File: config.mk
export PLATFORM = sky130hd
export DESIGN_NAME = alu_seq_byteio
export DESIGN_NICKNAME = d
export VERILOG_FILES = /design/src/rtl/alu_seq_pkg.sv /design/src/rtl/alu_seq_byteio_core.sv /design/src/rtl/alu_seq_byteio.sv
export SDC_FILE = /design/constraint.sdc
export NUM_CORES = 1
export LEC_CHECK = 0
export ABC_AREA = 1
export CORE_MARGIN = 3
export CORE_UTILIZATION = 55
export DETAILED_ROUTE_END_ITERATION = 7
export GPL_TIMING_DRIVEN = 0
export PLACE_DENSITY = 0.78
export SLEW_MARGIN = 20
export SYNTH_ARGS = -nofsm -noshare
export SYNTH_HDL_FRONTEND = slang
export SYNTH_HIERARCHICAL = 1
export SYNTH_SLANG_ARGS = --single-unit
File: constraint.sdc
create_clock -name clk -period 2.8 [get_ports clk]
set_input_delay 0.42 -clock clk [delete_from_list [all_inputs] [get_ports clk]]
set_output_delay 0.42 -clock clk [all_outputs]
set_load 0.01 [all_outputs]
File: src/rtl/alu_seq_pkg.sv
// Shared definitions for the byte-serial ALU tile: op codes, FSM states,
// flag bit positions and uio pin indices.
package alu_seq_pkg;

  typedef enum logic [2:0] {
    OP_ADD = 3'd0,
    OP_SUB = 3'd1,
    OP_AND = 3'd2,
    OP_OR  = 3'd3,
    OP_XOR = 3'd4,
    OP_SHL = 3'd5,
    OP_SHR = 3'd6,
    OP_SLT = 3'd7
  } op_e;

  typedef enum logic [1:0] {
    S_LOAD_A = 2'd0,
    S_LOAD_B = 2'd1,
    S_EXEC   = 2'd2,
    S_OUT    = 2'd3
  } state_e;

  localparam int unsigned FLG_Z = 0;
  localparam int unsigned FLG_C = 1;
  localparam int unsigned FLG_N = 2;
  localparam int unsigned FLG_V = 3;

  localparam int unsigned CTL_STB    = 0;
  localparam int unsigned CTL_OP_LSB = 1;
  localparam int unsigned CTL_CLR    = 4;
  localparam int unsigned ST_BUSY    = 5;
  localparam int unsigned ST_RDY     = 6;
  localparam int unsigned ST_VALID   = 7;

  localparam logic [7:0] UIO_OE_MASK = 8'b1110_0000;

endpackage

File: src/rtl/alu_seq_byteio_core.sv
// Combinational WIDTH-bit ALU: eight ops with Z/C/N/V flags.
module alu_core_w
  import alu_seq_pkg::*;
#(
  parameter int unsigned WIDTH = 16
) (
  input  logic [WIDTH-1:0] a,
  input  logic [WIDTH-1:0] b,
  input  op_e              op,
  output logic [WIDTH-1:0] result,
  output logic [3:0]       flags
);

  localparam int unsigned SW = $clog2(WIDTH);

  logic [WIDTH:0]   sum;
  logic [WIDTH:0]   diff;
  logic [SW-1:0]    shamt;
  logic             carry;
  logic             ovf;

  always_comb begin
    sum    = {1'b0, a} + {1'b0, b};
    diff   = {1'b0, a} - {1'b0, b};
    shamt  = b[SW-1:0];
    result = '0;
    carry  = 1'b0;
    ovf    = 1'b0;
    case (op)
      OP_ADD: begin
        result = sum[WIDTH-1:0];
        carry  = sum[WIDTH];
        ovf    = (a[WIDTH-1] == b[WIDTH-1]) && (result[WIDTH-1] != a[WIDTH-1]);
      end
      OP_SUB: begin
        result = diff[WIDTH-1:0];
        carry  = diff[WIDTH];
        ovf    = (a[WIDTH-1] != b[WIDTH-1]) && (result[WIDTH-1] != a[WIDTH-1]);
      end
      OP_AND:  result = a & b;
      OP_OR:   result = a | b;
      OP_XOR:  result = a ^ b;
      OP_SHL:  result = a << shamt;
      OP_SHR:  result = a >> shamt;
      OP_SLT:  result = {{(WIDTH-1){1'b0}}, ($signed(a) < $signed(b))};
      default: result = '0;
    endcase

    flags        = '0;
    flags[FLG_Z] = (result == '0);
    flags[FLG_N] = result[WIDTH-1];
    flags[FLG_C] = carry;
    flags[FLG_V] = ovf;
  end

endmodule

File: src/rtl/alu_seq_byteio.sv
// Byte-serial ALU tile: loads A and B LSB byte first, executes in one
// registered cycle, then streams result bytes and a flags byte out.
module alu_seq_byteio
  import alu_seq_pkg::*;
#(
  parameter int unsigned WIDTH = 16
) (
  input  logic       clk,
  input  logic       rst_n,
  input  logic       ena,
  input  logic [7:0] ui_in,
  input  logic [7:0] uio_in,
  output logic [7:0] uo_out,
  output logic [7:0] uio_out,
  output logic [7:0] uio_oe
);

  localparam int unsigned NB = WIDTH / 8;
  localparam int unsigned CW = $clog2(NB + 1);
  localparam logic [CW-1:0] CNT_LAST = CW'(NB - 1);
  localparam logic [CW-1:0] CNT_FLG  = CW'(NB);

  state_e           state, state_n;
  logic [CW-1:0]    cnt, cnt_n;
  logic [WIDTH-1:0] a_q, a_n, b_q, b_n, res_q, res_n;
  op_e              op_q, op_n;
  logic [3:0]       flg_q, flg_n;
  logic             valid_q, valid_n;

  logic [WIDTH-1:0] alu_res;
  logic [3:0]       alu_flg;
  logic [CW+2:0]    bsh;
  logic [WIDTH-1:0] byte_mask, in_word, res_shift;
  logic             stb, clr;
  logic             unused_ctl;

  assign stb        = uio_in[CTL_STB];
  assign clr        = uio_in[CTL_CLR];
  assign unused_ctl = &{1'b0, uio_in[7:5]};

  assign bsh       = {cnt, 3'b000};
  assign byte_mask = WIDTH'(8'hFF) << bsh;
  assign in_word   = WIDTH'(ui_in) << bsh;
  assign res_shift = res_q >> bsh;

  alu_core_w #(.WIDTH(WIDTH)) u_core (
    .a      (a_q),
    .b      (b_q),
    .op     (op_q),
    .result (alu_res),
    .flags  (alu_flg)
  );

  always_comb begin
    state_n = state;
    cnt_n   = cnt;
    a_n     = a_q;
    b_n     = b_q;
    op_n    = op_q;
    res_n   = res_q;
    flg_n   = flg_q;
    valid_n = valid_q;
    if (clr) begin
      state_n = S_LOAD_A;
      cnt_n   = '0;
      a_n     = '0;
      b_n     = '0;
      op_n    = OP_ADD;
      res_n   = '0;
      flg_n   = '0;
      valid_n = 1'b0;
    end else begin
      case (state)
        S_LOAD_A: if (stb) begin
          a_n = (a_q & ~byte_mask) | in_word;
          if (cnt == CNT_LAST) begin
            cnt_n   = '0;
            state_n = S_LOAD_B;
          end else begin
            cnt_n = cnt + 1'b1;
          end
        end
        S_LOAD_B: if (stb) begin
          b_n = (b_q & ~byte_mask) | in_word;
          if (cnt == CNT_LAST) begin
            op_n    = op_e'(uio_in[CTL_OP_LSB +: 3]);
            cnt_n   = '0;
            state_n = S_EXEC;
          end else begin
            cnt_n = cnt + 1'b1;
          end
        end
        S_EXEC: begin
          res_n   = alu_res;
          flg_n   = alu_flg;
          cnt_n   = '0;
          state_n = S_OUT;
        end
        S_OUT: begin
          // First OUT cycle only raises out_valid; strobes count from then on.
          if (!valid_q) begin
            valid_n = 1'b1;
          end else if (stb) begin
            if (cnt == CNT_FLG) begin
              valid_n = 1'b0;
              cnt_n   = '0;
              state_n = S_LOAD_A;
            end else begin
              cnt_n = cnt + 1'b1;
            end
          end
        end
        default: state_n = S_LOAD_A;
      endcase
    end
  end

  always_ff @(posedge clk or negedge rst_n) begin
    if (!rst_n) begin
      state   <= S_LOAD_A;
      cnt     <= '0;
      a_q     <= '0;
      b_q     <= '0;
      op_q    <= OP_ADD;
      res_q   <= '0;
      flg_q   <= '0;
      valid_q <= 1'b0;
    end else if (ena) begin
      state   <= state_n;
      cnt     <= cnt_n;
      a_q     <= a_n;
      b_q     <= b_n;
      op_q    <= op_n;
      res_q   <= res_n;
      flg_q   <= flg_n;
      valid_q <= valid_n;
    end
  end

  always_comb begin
    uo_out = '0;
    if (valid_q) begin
      uo_out = (cnt == CNT_FLG) ? {4'b0000, flg_q} : res_shift[7:0];
    end
    uio_out           = '0;
    uio_out[ST_VALID] = valid_q;
    uio_out[ST_RDY]   = (state == S_LOAD_A) || (state == S_LOAD_B);
    uio_out[ST_BUSY]  = (state == S_EXEC) || (state == S_OUT);
  end

  assign uio_oe = UIO_OE_MASK;

endmodule

==> flow_summary.yaml <==
clock_network:
  cts_made_buffers: 9
  clk-insertion-delay-late_ns: 0.34
  cts_tree: "yes"
  cts_max_level: 3
  clockRootBuffer: "clkbuf_16"
  clockBufferDepth: 2
  clkTransAtPathRegs_ns: 0.06
  clock-sinks: 60
synth:
  synth_seq_cells: 60
  synthFlopType: "dfrtp_1"
  synth_cells: 1263
  async_reset_ff_share_pct: 100
  synth_mux_area_share_pct: 0
  yosys.area_share.simple_pct: 44.6
  synth_edf_count: 0
  ys_types: 43
  synth_fa_ha_area_share_pct: 9.84
  yosysSeqAreaShare_pct: 20.3
  synth_area_per_cell_um2: 5.86
  synth-compound-area-share_pct: 10.9
  synthesis.area_um2: 7400
  synthXorXnorAreaFrac_pct: 0.237
  synth.yosys.warnings: 6
  synth_top_family_by_area: "simple AND/OR/NAND/NOR gates"
place:
  pre_cts_slack_ns: -0.538
  place_congestion: 1.04
  numPortBuffers: 25
  place_area_um2: 7930
  dp_hpwl_um: 21000
critical_path:
  cp_slowest_stage_delay_ns: 0.45
  arrival_ns: 2.96
  r2r_slack_ns: 0.11
  worst-path-max-fanout: 5
  endpoint_kind: "register"
  cp.depth: 17
  cp_num_buf_inv: 3
  worst-setup-path-type: "register to register"
  crit_family: "simple AND/OR/NAND/NOR gates"
  crit_chain: "buf_12, ha_4, inv_1, fa_1, inv_1, nand3_1, nand2_2, nand2_1, nand3_1, a21oi_1, nor2_2, nand2_1, nor2_2, nand3_1, nor2_1, nand3_1, o21ai_1"
  worstPathRequired_ns: 3.07
  startpoint_type: "register"
  crit_slowest_cell: "dfrtp_2"
  cp_common_cell: "nand3_1"
  reg2reg_depth: 17
drt:
  viasPerCell: 5.75
  drc: 0
  highest_layer: "met4"
  wl_um: 26700
  drt-pass1-iter-count: 8
  drt_iter0_drc: 1122
  met3WireLength_um: 2740
  vias: 8718
  wl_per_cell_um: 17.6
  ant_nets: 0
  wl_met2_um: 11400
  wl_met1_um: 11100
cells_and_area:
  areaGrowthSynthToFinish_pct: 18.0
  drive_gt1_share_pct: 15.0
  fin_area_um2: 8730
  diodes: 0
  mostFrequentLayoutCells: "nand2_1 (380), nand3_1 (202), inv_1 (149)"
  mostFrequentLayoutCell: "nand2_1"
  fin_nets: 1414
  fillers: 1220
  fin_util_pct: 67.8
hold_path:
  min_path_cells: 4
  hold_path_class: "input port to register"
sta:
  fin_setup_tns_ns: 0
  relSlewSlack_pct: 55.9
  clock_skew_ns: 0.00946
  maxSlewViolCount: 0
  hold_viol_final: 0
  finalCritPeriodShare_pct: 96.0
  setup-violations-final: 0
  hold_ws_ns: 0.416
  setup_ws_ns: 0.112
  rsz0062_at_grt: "yes"
  period_needed_ns: 2.69
  fmax_ghz: 0.372
  worstMarginPinSlew_ns: 0.659
power:
  peakVddDrop_mv: 0.658
  p_leak_nw: 4.58
  power_density_nw_per_um2: 1050
grt:
  grt_max_degree: 57
  grt_antenna_before_repair: 0
  grt_overflow: 0
  grt_first_pass_wirelength_um: 40600
  grt_usage_pct: 35.8
  grt_pass1_vias: 7697
floorplanning:
  io_pins: 43
  die_h_um: 122
  die_w_um: 122
  placementRows: 41
  start_util_pct: 57.5
  die-area_um2: 14900
  coreArea_um2: 12900
run_status:
  outcome: "finished, final reports clean"
flow_run:
  drv_cap: 0
cell type report:
cell class                 instances  area [um2]  share of cell area [%]
inverter                         162         613                    7.02
clock inverter                     7        98.8                    1.13
sequential                        60        1530                    17.5
clock buffer                       9         225                    2.58
timing repair buffer              53         488                    5.59
buffer                            66         473                    5.42
multi-input combinational        986        5090                    58.3
tap                              172         215                    2.46
cells by family (layout without fill, tap and decap cells):
logic type,after synthesis,count (layout)
and+or+nand+nor,766,766
AOI/OAI and AO/OA,148,148
xor gates and xnor gates,2,2
buffers and inverters,228,297
adders and majority gates,57,57
DFF,60,60
other,2,13
registers in the layout, indices dropped and copies added, names as in the netlist:
name and flops:
a_q 16, b_q 16, cnt 2, flg_q 4
op_q 3, res_q 16, state 2, valid_q 1
per-stage QoR:
| step | total power, mW | instances |
|---|---|---|
| after floorplan | 5.43 | 1274 |
| after global placement | 6.94 | 1471 |
| after detailed placement | 7.03 | 1472 |
| after CTS | 8.41 | 1491 |
| after global routing | 9.86 | 1515 |
| final | 9.16 | 1515 |
timing repair:
item | in CTS | in global routing
resized for setup | 21 | 72
setup buffers | 2 | 22
pin swaps | 2 | 9
hold buffers | 1 | 0
hold endpoints to repair | 4 | 0
endpoints found under the setup margin | 18 | 7
cloned | 0 | 2
path summary, 6_finish.rpt:
check                           from        to
setup / recovery              a_q[0]  flg_q[0]
hold / removal             uio_in[4]  state[0]
setup reg to reg              a_q[0]  flg_q[0]
hold reg to reg              op_q[0]   op_q[0]
max in group asynchronous      rst_n    a_q[5]
min in group asynchronous      rst_n  res_q[8]
per-layer routing:
metal	global-route usage (%)	vias up
met5	0	-
met4	19.2	0
met3	6.50	89
met2	53.2	523
met1	49.4	3939
li1	-	4167
worst register-to-register path: cells and delay by family, from the launching register on:
| family | cells | cell delay [ns] |
|---|---|---|
| adders and majority gates | 2 | 0.58 |
| DFF | 1 | 0.45 |
| AOI/OAI and AO/OA | 2 | 0.18 |
| and+or+nand+nor | 10 | 1.10 |
| buffers and inverters | 3 | 0.32 |
Yosys cell counts, types with 2 or more instances:
master	instances	share of area [%]
nand2_1	387	20
nand3_1	207	14
inv_1	155	7.9
nor2_1	116	5.9
o21ai_0	85	5.7
dfrtp_1	60	20
ha_1	55	9.3
a21oi_1	44	3.0
buf_2	25	1.7
buf_4	22	2.2
nand4_1	14	1.2
nand2_2	11	0.93
buf_6	9	1.4
clkbuf_1	9	0.46
nor3_1	9	0.61
inv_2	6	0.30
and2_1	5	0.42
a22oi_1	4	0.41
o211ai_1	4	0.41
or2_2	4	0.34
nand3_2	3	0.41
o21bai_1	3	0.30
conb_1	2	0.10
fa_1	2	0.54
nand2_4	2	0.30
nor2_2	2	0.17
o22ai_1	2	0.17
power by group:
part / switching [mW] / total (mW) / internal (mW) / leakage [nW]
Sequential: 0.402 / 1.57 / 1.17 / 0.785
Clock: 0.431 / 1.22 / 0.784 / 0.156
Combinational: 4.18 / 6.37 / 2.19 / 3.64
Total: 5.01 / 9.16 / 4.14 / 4.58
Power figures use the tool's default switching activity.
